<file path="src/rtl/hazard_pkg.sv">
// Shared widths, slot payload and helpers for the decode-stage hazard scoreboard.
package hazard_pkg;

  localparam int unsigned REGSEL_W  = 3;
  localparam int unsigned NUM_REGS  = 8;
  localparam int unsigned NUM_SLOTS = 3;

  typedef logic [REGSEL_W-1:0] regsel_t;

  // One tracked pipeline stage: valid, writes-a-register, destination.
  typedef struct packed {
    logic    vld;
    logic    wen;
    regsel_t sel;
  } slot_t;

  localparam slot_t SLOT_BUBBLE = '{vld: 1'b0, wen: 1'b0, sel: '0};

  // A slot is a pending writer only when it is valid and writes.
  function automatic logic is_writer(input slot_t s);
    return s.vld & s.wen;
  endfunction

  // One-hot destination of a slot, or zero when it is not a writer.
  function automatic logic [NUM_REGS-1:0] writer_mask(input slot_t s);
    logic [NUM_REGS-1:0] m;
    m = '0;
    if (is_writer(s)) m[s.sel] = 1'b1;
    return m;
  endfunction

endpackage

</file>
<file path="src/rtl/hazard_sb_if.sv">
// Decode <-> scoreboard handshake: ID operand/destination info in, stall/pending/RF-write out.
interface hazard_sb_if;
  import hazard_pkg::*;

  logic                id_valid;
  logic                id_rs_used;
  regsel_t             id_rs_sel;
  logic                id_rt_used;
  regsel_t             id_rt_sel;
  logic                id_wr_en;
  regsel_t             id_wr_sel;
  logic                flush;
  logic                stall;
  logic [NUM_REGS-1:0] pend;
  logic                rf_write;
  regsel_t             rf_writeregsel;
  logic                err;

  modport master (
    output id_valid, id_rs_used, id_rs_sel, id_rt_used, id_rt_sel,
           id_wr_en, id_wr_sel, flush,
    input  stall, pend, rf_write, rf_writeregsel, err
  );

  modport slave (
    input  id_valid, id_rs_used, id_rs_sel, id_rt_used, id_rt_sel,
           id_wr_en, id_wr_sel, flush,
    output stall, pend, rf_write, rf_writeregsel, err
  );

endinterface

</file>
<file path="src/rtl/sb_slot.sv">
// One tracked pipeline stage register with synchronous clear and bubble insertion.
module sb_slot
  import hazard_pkg::*;
(
  input  logic  clk,
  input  logic  rst,
  input  logic  bubble_i,
  input  slot_t d_i,
  output slot_t q_o
);

  slot_t slot_q;
  slot_t slot_d;

  // A bubble replaces the incoming payload.
  always_comb begin
    slot_d = d_i;
    if (bubble_i) slot_d = SLOT_BUBBLE;
  end

  // Slot register; reset drops any in-flight instruction.
  always_ff @(posedge clk) begin
    if (rst) slot_q <= SLOT_BUBBLE;
    else     slot_q <= slot_d;
  end

  assign q_o = slot_q;

endmodule

</file>
<file path="src/rtl/hazard_sb.sv">
// Decode-stage hazard scoreboard: tracks EX/MEM/WB writers, stalls ID on pending
// sources and drives the register-file write port from the WB slot.
module hazard_sb
  import hazard_pkg::*;
(
  input  logic        clk,
  input  logic        rst,
  hazard_sb_if.slave  sb
);

  slot_t               ex_d;
  slot_t               ex_q;
  slot_t               mem_q;
  slot_t               wb_q;
  logic                hazard;
  logic                stall;
  logic                accept;
  logic [NUM_REGS-1:0] pend;
  logic                err_d;
  logic                err_q;

  // Pending-writer map across all three tracked stages (WB included: no RF bypass).
  assign pend = writer_mask(ex_q) | writer_mask(mem_q) | writer_mask(wb_q);

  // Source operand hazards and the resulting ID stall / accept decision.
  always_comb begin
    hazard = (sb.id_rs_used & pend[sb.id_rs_sel]) | (sb.id_rt_used & pend[sb.id_rt_sel]);
    stall  = sb.id_valid & ~sb.flush & hazard;
    accept = sb.id_valid & ~stall & ~sb.flush;
    ex_d   = '{vld: 1'b1, wen: sb.id_wr_en, sel: sb.id_wr_sel};
    err_d  = ~sb.id_valid & (sb.id_wr_en | sb.id_rs_used | sb.id_rt_used);
  end

  // EX takes the accepted instruction, otherwise a bubble; MEM/WB always advance.
  sb_slot u_ex  (.clk(clk), .rst(rst), .bubble_i(~accept), .d_i(ex_d),  .q_o(ex_q));
  sb_slot u_mem (.clk(clk), .rst(rst), .bubble_i(1'b0),    .d_i(ex_q),  .q_o(mem_q));
  sb_slot u_wb  (.clk(clk), .rst(rst), .bubble_i(1'b0),    .d_i(mem_q), .q_o(wb_q));

  // One-cycle flag for ID fields asserted without a valid instruction.
  always_ff @(posedge clk) begin
    if (rst) err_q <= 1'b0;
    else     err_q <= err_d;
  end

  assign sb.stall          = stall;
  assign sb.pend           = pend;
  assign sb.rf_write       = is_writer(wb_q);
  assign sb.rf_writeregsel = is_writer(wb_q) ? wb_q.sel : regsel_t'(0);
  assign sb.err            = err_q;

endmodule

</file>
<file path="src/flat_wrapper.sv">
// flat-port wrapper written by rule: the top's interface ports become plain ports
module hazard_sb_flat import hazard_pkg::*;
  (clk, rst, sb_id_valid, sb_id_rs_used, sb_id_rs_sel, sb_id_rt_used, sb_id_rt_sel, sb_id_wr_en, sb_id_wr_sel, sb_flush, sb_stall, sb_pend, sb_rf_write, sb_rf_writeregsel, sb_err);
  hazard_sb_if sb_i ();
  input  logic clk;
  input  logic rst;
  input wire logic [$bits(sb_i.id_valid)-1:0] sb_id_valid;
  input wire logic [$bits(sb_i.id_rs_used)-1:0] sb_id_rs_used;
  input wire logic [$bits(sb_i.id_rs_sel)-1:0] sb_id_rs_sel;
  input wire logic [$bits(sb_i.id_rt_used)-1:0] sb_id_rt_used;
  input wire logic [$bits(sb_i.id_rt_sel)-1:0] sb_id_rt_sel;
  input wire logic [$bits(sb_i.id_wr_en)-1:0] sb_id_wr_en;
  input wire logic [$bits(sb_i.id_wr_sel)-1:0] sb_id_wr_sel;
  input wire logic [$bits(sb_i.flush)-1:0] sb_flush;
  output wire logic [$bits(sb_i.stall)-1:0] sb_stall;
  output wire logic [$bits(sb_i.pend)-1:0] sb_pend;
  output wire logic [$bits(sb_i.rf_write)-1:0] sb_rf_write;
  output wire logic [$bits(sb_i.rf_writeregsel)-1:0] sb_rf_writeregsel;
  output wire logic [$bits(sb_i.err)-1:0] sb_err;
  assign sb_i.id_valid = sb_id_valid;
  assign sb_i.id_rs_used = sb_id_rs_used;
  assign sb_i.id_rs_sel = sb_id_rs_sel;
  assign sb_i.id_rt_used = sb_id_rt_used;
  assign sb_i.id_rt_sel = sb_id_rt_sel;
  assign sb_i.id_wr_en = sb_id_wr_en;
  assign sb_i.id_wr_sel = sb_id_wr_sel;
  assign sb_i.flush = sb_flush;
  assign sb_stall = sb_i.stall;
  assign sb_pend = sb_i.pend;
  assign sb_rf_write = sb_i.rf_write;
  assign sb_rf_writeregsel = sb_i.rf_writeregsel;
  assign sb_err = sb_i.err;
  hazard_sb u_core (.clk(clk), .rst(rst), .sb(sb_i));
endmodule
</file>
<file path="config.mk">
export PLATFORM = sky130hd
export DESIGN_NAME = hazard_sb_flat
export DESIGN_NICKNAME = d
export VERILOG_FILES = /design/src/rtl/hazard_pkg.sv /design/src/rtl/hazard_sb_if.sv /design/src/rtl/sb_slot.sv /design/src/rtl/hazard_sb.sv /design/src/flat_wrapper.sv
export SDC_FILE = /design/constraint.sdc
export NUM_CORES = 1
export LEC_CHECK = 0
export ABC_AREA = 0
export BUFFER_PORTS_ARGS = -buffer_cell sky130_fd_sc_hd__clkbuf_2
export CORE_MARGIN = 2
export CORE_UTILIZATION = 35
export CTS_CLUSTER_SIZE = 14
export DETAILED_ROUTE_END_ITERATION = 16
export GPL_ROUTABILITY_DRIVEN = 0
export REMOVE_ABC_BUFFERS = 1
export SYNTH_ARGS = -nofsm -noshare
export SYNTH_HDL_FRONTEND = slang
export SYNTH_SLANG_ARGS = --single-unit
</file>
<file path="constraint.sdc">
create_clock -name clk -period 2.3 [get_ports clk]
set_clock_uncertainty 0.1 [all_clocks]
set_input_delay 0.345 -clock clk [delete_from_list [all_inputs] [get_ports clk]]
set_output_delay 0.345 -clock clk [all_outputs]
set_load 0.02 [all_outputs]
</file>
; After elaboration in Yosys (flattened, before gate mapping)
; Index checks and enable logic that the tools add are counted.
[op_classes]
magnitude_cmp = 8
n_mux = 15
bitwise = 19
reduce_logical = 4
[ops]
columns = op, count
row1 = $mux 8, 3
row2 = $lt 3x4->1 const B, 5
row3 = $or 8x8->8, 2
row4 = $and 1x1->1, 10
row5 = $demux 1 s3, 3
row6 = $ge 3x1->1 const B, 3
row7 = $bmux 1 s3, 2
row8 = $mux 1, 5
row9 = $mux 5, 1
row10 = $not 1->1, 4
row11 = $logic_and 1x1->1, 3
row12 = $mux 3, 1
row13 = $or 1x1->1, 3
row14 = $reduce_or 2->1, 1
[word_totals]
reg_bits = 16
elab_cells = 56

; Depth between registers and ports, before layout
[depth]
depth_word = 17
mapped_depth = 6
depth_no_buf = 6

; Cells and area by module
; Synthesis repeated with hierarchy kept, for this count alone.
[hier_totals]
cells_unflattened = 117
area_unflattened_um2 = 1013.5
[by_module_without_submodules]
columns = mod, n_inst, cells_per_inst, area_each_um2, seq_area_each_um2
row1 = hazard_sb, 1, 87, 600.6, 20.0
row2 = sb_slot, 3, 10, 137.6, 100.1

; Worst setup path after synthesis
; OpenSTA, ideal clock, no wires.
[synth_path]
path_type = reg2out
start = register u_core.u_mem.slot_q, in the netlist u_core.u_mem.q_o[3]
end = output sb_stall
t_arrival_ns = 1.778
required_ns = 1.855
slack_ns = 0.077
path_stages_with_launch = 7
path_buffers = 0
cell_sequence = dfxtp_1 > or3b_1 > o22a_1 > a32o_1 > o32ai_2 > o31a_2 > o21a_1
[synth_via]
elab_chain_cells = 9
word_cells_on_any_way = 12
classes_between = 5 x mux / 7 x bitwise
[synth_rtl]
columns = item, line
row1 = start: declaration, sb_slot.sv:12  ; slot_t slot_q;
row2 = start signal: assignment, sb_slot.sv:24  ; else slot_q <= slot_d;
row3 = $and 1x1->1 *, hazard_pkg.sv:21  ; return s.vld & s.wen;
row4 = $mux 8 *, hazard_pkg.sv:28  ; if (is_writer(s)) m[s.sel] = 1'b1;
row5 = $or 8x8->8 * (2 in a row), hazard_sb.sv:23  ; assign pend = writer_mask(ex_q) | writer_mask(mem_q) | writer_mask(wb_q);
row6 = $bmux 1 s3, hazard_sb.sv:27  ; hazard = (sb.id_rs_used & pend[sb.id_rs_sel]) | (sb.id_rt_used & pend[sb.id_rt_sel]);
row7 = $mux 1 (not written as such), hazard_sb.sv:27
row8 = $and 1x1->1, hazard_sb.sv:27
row9 = $or 1x1->1 *, hazard_sb.sv:27
row10 = $and 1x1->1 *, hazard_sb.sv:28  ; stall = sb.id_valid & ~sb.flush & hazard;
row11 = end: declaration, flat_wrapper.sv:15  ; output wire logic [$bits(sb_i.stall)-1:0] sb_stall;
; Every way passes the cells marked *; elsewhere a longest branch is shown, timed or not. The select of a mux whose other input is x is not followed.

; Final worst setup path
; Same ends and word-level chain as after synthesis.

==> flow_summary.toml <==
[status]
status = "finished, violations left"
violations = "setup timing"

[power]
swShare_pct = 22.8
clkPwrFrac_pct = 32.9
ir_drop_mv = 0.407
cellPowerDensity_nw_per_um2 = 394
p_int_uw = 415
pwr-share-comb_pct = 13.5
p_leak_nw = 0.603
total_power_uw = 538
switching_power_uw = 122
pwr-share-seq_pct = 53.6

[synth]
netlist_area_um2 = 922
synth-seq-cells = 16
synth.largest_area_cell = "dfxtp_1"
synthCells = 113
yosysWarnings = 0
synthArstFlopShare_pct = 0
yosysSeqAreaShare_pct = 34.7
synth_edf_count = 0
syn_avg_cell_area_um2 = 8.16
synth_area_leaders = "dfxtp_1 (35%), nor2b_1 (8.1%), nand3b_1 (5.7%), nor3_1 (5.4%), nand2b_1 (4.7%)"
ys_dominant_reg_cell = "dfxtp_1"
synth_top_area_share_pct = 34.7
yosysUniqueCellTypes = 33

[setup_path]
crit_fanout = 4
cp-end-kind = "output pin"
worstPathRequired_ps = 1860
start_kind = "flop"
path_class = "reg2out"
arrival_ps = 2090

[sta]
fmaxAchievable_ghz = 0.394
hold_viol = 0
setup_ws_ps = -236
worstMarginPinSlew_ps = 383
period_minus_slack_ps = 2540
finalSetupViolations = 1
fin_tns_setup_ps = -236
max_slew_margin_pct = 74.4
grt_setup_unrepaired = "yes"
slew_violations = 0
period_share_pct = 110

[clocking]
cts_inserted_buffers = 3
cts_tree = "yes"
clk_latency_ps = 280
clock-sinks = 16
cts_hold_buf = 0
cts.clk_slew.worst_paths_ps = 80
htree_levels = 1
root_buffer = "clkbuf_4"
cts.path.max_buffers = 2

[cells_and_area]
num-fill-cells = 252
antenna_cells = 0
final_core_util_pct = 55.1
fin_area_um2 = 1360
nets = 181
area_growth_syn_to_layout_pct = 47.9
drive_gt1_share_pct = 44.5

[floorplanning]
initial_utilization_pct = 37.2
rows = 18
io_pins = 30
fp.dieH_um = 55.3
die_area_um2 = 3060
die_w_um = 55.3
coreArea_um2 = 2480

[grt]
grt_usage_pct = 15.6
antenna_found_initial = 0
grt.overflow.total = 0
grt_pass1_vias = 918
grt_pass1_wl_mm = 3.86
grt_max_degree = 17

[route]
ant_nets = 0
wl_mm = 2.43
first_pass_iters = 4
drt-initial-drc-count = 31
wl_per_cell_um = 12.5
drc = 0
routed_via_density = 5.35
vias = 1038

[job]
drv_cap = 0

[min_path]
hp-class = "in2reg"

[place]
port_buffers = 29
hpwl_mm = 1.96
dpl-instance-area_um2 = 1230
==> what timing repair did <==
action	CTS	global route
pin swaps	3	0
gates cloned	0	0
gates resized for setup	14	5
setup endpoints to repair	1	1
buffers inserted	2	0
==> power by group through the flow <==
stage | Combinational, mW | Clock, mW | Sequential (mW)
global route | 0.0780 | 0.196 | 0.290
finish | 0.0724 | 0.177 | 0.288
CTS | 0.0712 | 0.182 | 0.288
detailed placement | 0.0654 | 0 | 0.294
floorplan | 0.0276 | 0 | 0.295
global placement | 0.0637 | 0 | 0.294
==> cells in the mapped netlist, types with 2 or more instances <==
| library cell | count |
|---|---|
| nor2b_1 | 12 |
| nor3_1 | 10 |
| o21ai_0 | 2 |
| dfxtp_1 | 16 |
| inv_1 | 5 |
| or2_2 | 4 |
| and3_1 | 2 |
| a221oi_1 | 2 |
| o22ai_1 | 6 |
| o32a_1 | 2 |
| nand2b_1 | 7 |
| nand3b_1 | 7 |
| o32ai_1 | 2 |
| nor2_1 | 6 |
| nand2_1 | 8 |
| nand3_1 | 5 |
==> metrics by stage <==
| stage | instances | hold WS, ps | setup slack (ps) |
|---|---|---|---|
| finish | 194 | 135 | -236 |
| global route | 194 | 129 | -361 |
| CTS | 194 | 127 | -246 |
| global placement | 188 | 363 | 1.19 |
| detailed placement | 188 | 367 | -29.2 |
| floorplan | 112 | 317 | 76.7 |
==> cell type report <==
type                       count  area (um^2)  area share (%)
sequential                    16          325            23.9
clock buffer                   4         36.3            2.66
multi-input combinational     91          649            47.6
tap                           30         37.5            2.75
timing repair buffer          48          297            21.7
inverter                       5         18.8            1.38
==> critical path, cell delays in order, from the launching register on <==
cell and delay, ps:
dfxtp_2 350, or3b_4 380, o22a_1 190, a32o_1 260, o32ai_2 190, o31a_2 180
o21a_1 120, clkbuf_8 140
==> state kept, by name (all words and copies together), names as in the netlist <==
register / cells
u_core.u_ex.q_o: 5
u_core.u_mem.q_o: 5
u_core.u_wb.q_o: 5
u_core.sb.err: 1
==> worst paths after layout <==
check	startpoint	to	slack (ps)	cells after the start
worst max-delay path	u_core.u_mem.q_o[3]	sb_stall	-240	7
worst max register to register	u_core.u_mem.q_o[1]	u_core.u_ex.q_o[4]	120	9
worst min register to register	u_core.u_mem.q_o[4]	u_core.u_wb.q_o[4]	370	1
worst min-delay path	sb_id_valid	u_core.sb.err	130	2
==> logic make-up after synthesis <==
| logic type | Yosys count | synth area share, % |
|---|---|---|
| and+or+nand+nor | 65 | 40.0 |
| AOI/OAI and AO/OA | 26 | 22.8 |
| DFF | 16 | 34.7 |
| buffers and inverters | 6 | 2.44 |
==> metal layers <==
metal  up-vias  wire length [um]  GRT usage (%)
met5         -                 0              0
met4         0                34           4.53
met3         4               152           4.68
met2        33              1240           27.4
met1       474              1000           18.2
li1        527                 -              -
==> cell usage in the layout (no fill, tap or decap), types with 2 or more instances in the layout <==
master / count
nand2b_1: 7
o32ai_2: 2
nand3b_1: 7
clkbuf_2: 28
o32a_1: 2
clkbuf_8: 2
nor2_1: 6
dfxtp_1: 12
o22ai_1: 3
nand3_2: 2
nand2_1: 8
nand3_1: 3
nor2b_1: 12
buf_4: 19
nor3_1: 9
dfxtp_2: 4
o22ai_2: 3
o21ai_0: 2
or2_2: 4
inv_1: 5
clkbuf_4: 3
and3_1: 2
No activity file was read; power rests on OpenSTA's default activity.
